**config.mk**
```make
export PLATFORM = sky130hd
export DESIGN_NAME = spi_reg_bank_flat
export DESIGN_NICKNAME = d
export VERILOG_FILES = /design/src/rtl/spi_reg_bank_if.sv /design/src/rtl/spi_reg_bank.sv /design/src/flat_wrapper.sv
export SDC_FILE = /design/constraint.sdc
export NUM_CORES = 1
export LEC_CHECK = 0
export ABC_AREA = 1
export ABC_CLOCK_PERIOD_IN_PS = 2500
export CAP_MARGIN = 20
export CORE_MARGIN = 8
export CORE_UTILIZATION = 50
export CTS_CLUSTER_SIZE = 10
export DETAILED_ROUTE_END_ITERATION = 8
export PLACE_DENSITY = 0.81
export SETUP_SLACK_MARGIN = 0.1
export SYNTH_ARGS = -nofsm -noshare
export SYNTH_HDL_FRONTEND = slang
export SYNTH_SLANG_ARGS = --single-unit
```
**constraint.sdc**
```tcl
create_clock -name clk -period 2.5 [get_ports clk]
set_input_delay 0.625 -clock clk [delete_from_list [all_inputs] [get_ports clk]]
set_output_delay 0.625 -clock clk [all_outputs]
set_load 0.01 [all_outputs]
```
**src/rtl/spi_reg_bank_if.sv**
```systemverilog
// rtl/spi_reg_bank_if.sv - SPI pin bundle between an external host and the register bank.
interface spi_reg_bank_if;
    logic sck;
    logic cs;
    logic mosi;
    logic miso;
    logic miso_oe;

    modport master (
        output sck,
        output cs,
        output mosi,
        input  miso,
        input  miso_oe
    );

    modport slave (
        input  sck,
        input  cs,
        input  mosi,
        output miso,
        output miso_oe
    );
endinterface

```
**src/rtl/spi_reg_bank.sv**
```systemverilog
// rtl/spi_reg_bank.sv - SPI mode 0 slave register bank with burst read/write, RO masking and write strobes.
module spi_reg_bank #(
    parameter int                     NUM_REGS   = 8,
    parameter logic [NUM_REGS-1:0]    RO_MASK    = 8'h80,
    parameter logic [NUM_REGS*8-1:0]  RESET_VALS = '0
) (
    input  logic                    clk,
    input  logic                    rst,
    spi_reg_bank_if.slave           spi,
    input  logic [NUM_REGS*8-1:0]   ro_in,
    output logic [NUM_REGS*8-1:0]   reg_q,
    output logic [NUM_REGS-1:0]     wr_strobe,
    output logic                    busy
);
    localparam int PW = (NUM_REGS > 1) ? $clog2(NUM_REGS) : 1;
    localparam logic [PW-1:0] LAST = PW'(NUM_REGS - 1);

    typedef enum logic [2:0] {IDLE, CMD, WR, RD, IGN} state_t;

    state_t          state;
    logic [2:0]      sck_s;
    logic [1:0]      cs_s;
    logic [1:0]      mosi_s;
    logic [1:0]      settle;
    logic            armed;
    logic [2:0]      bit_cnt;
    logic [6:0]      rx_sr;
    logic [7:0]      tx_sr;
    logic [PW-1:0]   ptr;
    logic            miso_oe;
    logic [7:0]      regs [NUM_REGS];

    logic            sck_rise;
    logic            sck_fall;
    logic            byte_done;
    logic [7:0]      rx_byte;
    logic            addr_ok;
    logic [PW-1:0]   rd_idx;
    logic [PW-1:0]   ptr_inc;
    logic [7:0]      rd_val;

    assign sck_rise  = sck_s[1] & ~sck_s[2];
    assign sck_fall  = ~sck_s[1] & sck_s[2];
    assign rx_byte   = {rx_sr, mosi_s[1]};
    assign byte_done = sck_rise && (bit_cnt == 3'd7);
    assign addr_ok   = ({25'd0, rx_byte[6:0]} < NUM_REGS);

    // During the command byte the read target is the address being received, afterwards the pointer.
    always_comb begin
        rd_idx  = (state == CMD) ? rx_byte[PW-1:0] : ptr;
        ptr_inc = (rd_idx == LAST) ? '0 : rd_idx + 1'b1;
        rd_val  = RO_MASK[rd_idx] ? ro_in[{rd_idx, 3'b000} +: 8] : regs[rd_idx];
    end

    for (genvar i = 0; i < NUM_REGS; i++) begin : g_q
        assign reg_q[i*8 +: 8] = RO_MASK[i] ? ro_in[i*8 +: 8] : regs[i];
    end

    assign busy        = ~cs_s[1];
    assign spi.miso_oe = miso_oe;
    assign spi.miso    = miso_oe & tx_sr[7];

    always_ff @(posedge clk) begin
        if (rst) begin
            sck_s     <= 3'b000;
            cs_s      <= 2'b11;
            mosi_s    <= 2'b00;
            settle    <= 2'b00;
            armed     <= 1'b0;
            state     <= IDLE;
            bit_cnt   <= 3'd0;
            rx_sr     <= 7'd0;
            tx_sr     <= 8'd0;
            ptr       <= '0;
            miso_oe   <= 1'b0;
            wr_strobe <= '0;
            for (int i = 0; i < NUM_REGS; i++) begin
                regs[i] <= RESET_VALS[i*8 +: 8];
            end
        end else begin
            sck_s     <= {sck_s[1:0], spi.sck};
            cs_s      <= {cs_s[0], spi.cs};
            mosi_s    <= {mosi_s[0], spi.mosi};
            settle    <= {settle[0], 1'b1};
            wr_strobe <= '0;
            // Only arm once the synchroniser holds real pin samples, so a frame cut by reset stays ignored.
            if (settle[1] && cs_s[1]) begin
                armed <= 1'b1;
            end
            if (cs_s[1]) begin
                state   <= IDLE;
                bit_cnt <= 3'd0;
                miso_oe <= 1'b0;
            end else begin
                if (sck_rise) begin
                    rx_sr   <= rx_byte[6:0];
                    bit_cnt <= bit_cnt + 3'd1;
                end
                case (state)
                    IDLE: begin
                        if (armed) begin
                            state   <= CMD;
                            bit_cnt <= 3'd0;
                        end
                    end
                    CMD: begin
                        if (byte_done) begin
                            if (!addr_ok) begin
                                state <= IGN;
                            end else if (rx_byte[7]) begin
                                state   <= RD;
                                miso_oe <= 1'b1;
                                tx_sr   <= rd_val;
                                ptr     <= ptr_inc;
                            end else begin
                                state <= WR;
                                ptr   <= rx_byte[PW-1:0];
                            end
                        end
                    end
                    WR: begin
                        if (byte_done) begin
                            if (!RO_MASK[ptr]) begin
                                regs[ptr]      <= rx_byte;
                                wr_strobe[ptr] <= 1'b1;
                            end
                            ptr <= ptr_inc;
                        end
                    end
                    RD: begin
                        if (byte_done) begin
                            tx_sr <= rd_val;
                            ptr   <= ptr_inc;
                        end else if (sck_fall && (bit_cnt != 3'd0)) begin
                            tx_sr <= {tx_sr[6:0], 1'b0};
                        end
                    end
                    IGN: begin
                    end
                    default: state <= IDLE;
                endcase
            end
        end
    end
endmodule

```
**src/flat_wrapper.sv**
```systemverilog
// flat-port wrapper written by rule: the top's interface ports become plain ports
module spi_reg_bank_flat 
#(
    parameter int                     NUM_REGS   = 8,
    parameter logic [NUM_REGS-1:0]    RO_MASK    = 8'h80,
    parameter logic [NUM_REGS*8-1:0]  RESET_VALS = '0
)
  (clk, rst, ro_in, reg_q, wr_strobe, busy, spi_sck, spi_cs, spi_mosi, spi_miso, spi_miso_oe);
  spi_reg_bank_if spi_i ();
  input  logic clk;
  input  logic rst;
  input  logic [NUM_REGS*8-1:0] ro_in;
  output logic [NUM_REGS*8-1:0] reg_q;
  output logic [NUM_REGS-1:0] wr_strobe;
  output logic busy;
  input wire logic [$bits(spi_i.sck)-1:0] spi_sck;
  input wire logic [$bits(spi_i.cs)-1:0] spi_cs;
  input wire logic [$bits(spi_i.mosi)-1:0] spi_mosi;
  output wire logic [$bits(spi_i.miso)-1:0] spi_miso;
  output wire logic [$bits(spi_i.miso_oe)-1:0] spi_miso_oe;
  assign spi_i.sck = spi_sck;
  assign spi_i.cs = spi_cs;
  assign spi_i.mosi = spi_mosi;
  assign spi_miso = spi_i.miso;
  assign spi_miso_oe = spi_i.miso_oe;
  spi_reg_bank #(.NUM_REGS(NUM_REGS), .RO_MASK(RO_MASK), .RESET_VALS(RESET_VALS)) u_core (.clk(clk), .rst(rst), .spi(spi_i), .ro_in(ro_in), .reg_q(reg_q), .wr_strobe(wr_strobe), .busy(busy));
endmodule
```
==> impl_metrics.py <==
metrics = {
    "floorplan": {
        "io_pins": 144,
        "die_area_mm2": 0.0153,
        "core_mm2": 0.0114,
        "die_w_um": 124,
        "start_util": 0.512,
        "die_h_um": 124,
        "row_count": 39,
    },
    "synth": {
        "ys_seq_area_frac": 0.482,
        "synthTopCellsByArea": "edfxtp_1 (33%), dfxtp_1 (15%), nand2_1 (11%)",
        "yosysTopAreaCell": "edfxtp_1",
        "synth_cell_types": 31,
        "syn_inst": 773,
        "netlist.area_leader.share": 0.330,
        "avgSynthCellArea_um2": 7.53,
        "synth_area_mm2": 0.00582,
        "syn_nets": 847,
        "synth_warnings": 0,
        "synth-seq-cells": 108,
    },
    "setup_path": {
        "rr_endpoint": "u_core.regs[0][2]",
        "reg2reg_from": "u_core.state[1]",
        "worstSetupStartpointType": "input port",
        "r2r_setup_slack_ns": 0.25,
        "cp_top_family": "buffers and inverters",
        "ff2ff_path_depth": 10,
        "cpPeakStageDelay_ns": 0.55,
        "path_max_fanout": 2,
        "end_kind": "output pin",
        "critPathBufInv": 2,
        "cp-endpoint": "reg_q[58]",
        "critPathMostFrequentCell": "clkdlybuf4s50_1",
        "crit_type": "in -> out",
        "crit_chain": "clkdlybuf4s50_1, clkdlybuf4s50_1",
        "cp_slowest_cell": "clkdlybuf4s50_1",
        "worstSetupStartpoint": "ro_in[58]",
        "cp_data_required_time_ns": 1.88,
        "cp.depth": 2,
        "arrival_ns": 1.67,
    },
    "power": {
        "power_frac_clock": 0.359,
        "p_seq_frac": 0.528,
        "power.internal_w": 0.00291,
        "swShare": 0.224,
        "power_density_mw_per_mm2": 484,
        "max-vdd-ir-drop_v": 0.000513,
        "leakagePower_nw": 3.38,
        "comb_power_share": 0.113,
        "p_switching_w": 0.000840,
    },
    "final_layout": {
        "fillers": 936,
        "finalNetCount": 994,
        "insertedDiodeCount": 0,
        "layout-area-overhead-vs-synth_pct": 33.1,
        "drive_gt1_frac": 0.0811,
        "final_area_mm2": 0.00774,
    },
    "detailed_routing": {
        "top_layer_used": "met4",
        "wl_met3_mm": 1.74,
        "drtIter0Drc": 595,
        "dr_wl_met2_mm": 8.35,
        "post_drt_wl_per_cell_um": 16.9,
        "drc": 0,
        "num_vias": 5619,
        "vias_per_cell": 5.26,
        "wl_met1_mm": 7.35,
        "totalWireLength_mm": 18.1,
        "first_pass_iters": 6,
        "ant_nets": 0,
    },
    "clocking": {
        "clock-sinks": 108,
        "clk_latency_ns": 0.34,
        "htreeDepth": 3,
        "cts.hold.buffers_added": 0,
        "cts-root-buf": "clkbuf_16",
        "post_cts_buffers": 0,
        "path_clk_slew_ns": 0.07,
        "clock_path_buffers": 2,
        "cts_tree": "yes",
        "cts_buffers": 9,
    },
    "place": {
        "placed_cell_area_mm2": 0.00746,
        "port_buffers": 143,
        "dp_hpwl_mm": 13.1,
        "routabilityCongestion": 0.895,
    },
    "grt": {
        "grt_pass1_wl_mm": 27.6,
        "antenna_found_initial": 0,
        "grt_max_degree": 54,
        "grt.total_usage": 0.235,
        "first_global_vias": 5339,
        "overflow": 0,
    },
    "timing": {
        "setup_viol": 0,
        "fin_crit_sh": 0.917,
        "tns_ns": 0,
        "slew-limit-headroom": 0.666,
        "finalCriticalPeriod_ns": 2.29,
        "rsz0062_at_grt": "no",
        "drv_slew": 0,
        "finClkSkew_ns": 0.00692,
        "worstMarginPinSlew_ns": 0.497,
        "max_clock_freq_mhz": 436,
        "final-hold-violation-count": 0,
    },
    "run_status": {
        "status": "completed",
    },
    "flow_run": {
        "maxCapViolations": 0,
    },
    "worst_hold_path": {
        "hp-class": "reg -> reg",
    },
}
==> state kept, by name, indices dropped and copies added (netlist names), named ones only <==
| register | cells |
|---|---|
| u_core.bit_cnt | 3 |
| u_core.regs | 64 |
| u_core.tx_sr | 8 |
| u_core.spi.miso_oe | 1 |
| u_core.mosi_s | 2 |
| u_core.cs_s | 2 |
| u_core.settle | 2 |
| u_core.state | 3 |
| u_core.rx_sr | 7 |
| u_core.wr_strobe | 8 |
| u_core.armed | 1 |
| u_core.ptr | 3 |
| u_core.sck_s | 3 |
==> cell type report <==
class	count	area, um^2	share of cell area
multi-input combinational	476	2210	0.285
clock buffer	12	258	0.0333
sequential	108	2800	0.362
clock inverter	4	22.5	0.00291
timing repair buffer	175	1710	0.221
inverter	150	564	0.0729
tap	143	179	0.0231
==> per-stage QoR <==
step / utilization / setup slack [ns] / cells / hold WS [ns] / power [W]
after floorplan: - / 0.389 / 773 / 0.388 / 0.00217
after global routing: 0.681 / 0.114 / 1068 / 0.421 / 0.00384
after CTS: 0.681 / 0.197 / 1068 / 0.403 / 0.00374
final: 0.681 / 0.208 / 1068 / 0.402 / 0.00375
after global placement: 0.656 / 0.116 / 1052 / 0.389 / 0.00243
after detailed placement: 0.656 / 0.0494 / 1052 / 0.394 / 0.00243
==> power by group through the flow <==
| stage | Combinational [W] | Clock (W) | Sequential, W |
|---|---|---|---|
| after floorplan | 0.000150 | 0 | 0.00202 |
| after global routing | 0.000459 | 0.00140 | 0.00198 |
| after global placement | 0.000413 | 0 | 0.00202 |
| after detailed placement | 0.000417 | 0 | 0.00202 |
| after CTS | 0.000422 | 0.00134 | 0.00198 |
| final | 0.000422 | 0.00135 | 0.00198 |
==> worst min-delay path by stage <==
stage,slack (ns),from,cells after the start,end
5_1_grt,0.42,u_core.settle[0],2,u_core.settle[1]
3_5_place_dp,0.39,u_core.settle[0],2,u_core.settle[1]
4_1_cts,0.40,u_core.settle[0],2,u_core.settle[1]
6_report,0.40,u_core.settle[0],2,u_core.settle[1]
3_3_place_gp,0.39,u_core.mosi_s[0],2,u_core.mosi_s[1]
2_1_floorplan,0.39,u_core.mosi_s[0],2,u_core.mosi_s[1]
==> what timing repair did <==
item,in CTS,in global routing
endpoints found under the setup margin,1,7
resized for setup,1,1
hold endpoints to repair,0,0
==> kinds of logic after synthesis <==
family,share of synthesized area
and+or+nand+nor,0.308
buffers and inverters,0.139
DFF,0.482
AOI/OAI and AO/OA,0.0602
adders and majority gates,0.0108
==> cells in the final DEF, fill, tap and decap left out, types with 14 or more instances in the layout <==
cell	count
nand3_1	125
nor2_1	101
clkdlybuf4s50_1	143
o21ai_0	14
nand2_1	170
buf_4	29
dfxtp_1	44
a21oi_1	23
inv_1	135
edfxtp_1	64
==> cell usage after synthesis <==
cell and count:
ha_1 5, o21ai_4 2, nand2_1 170, o21ai_1 4
o211ai_1 6, nor2_2 1, buf_2 11, dfxtp_1 44
o21ai_2 1, a211oi_1 4, a21oi_1 23, inv_1 135
nor3_2 1, nand4_1 2, nand3_1 125, edfxtp_1 64
nor2_1 101, clkinv_1 5, nand2_4 5, a31oi_1 1
nor2_4 1, buf_4 15, buf_6 4, inv_2 10
o221ai_2 1, clkbuf_1 9, nor3_1 3, o21ai_0 14
nand3_2 2, o31ai_1 1, or2_2 3
==> per-layer routing <==
layer / global-route usage / vias to the layer above
met4: 0.108 / 0
met1: 0.293 / 2546
met5: 0 / -
met2: 0.390 / 306
li1: - / 2716
met3: 0.0417 / 51
Note: power is estimated with default switching activity, not from simulation.
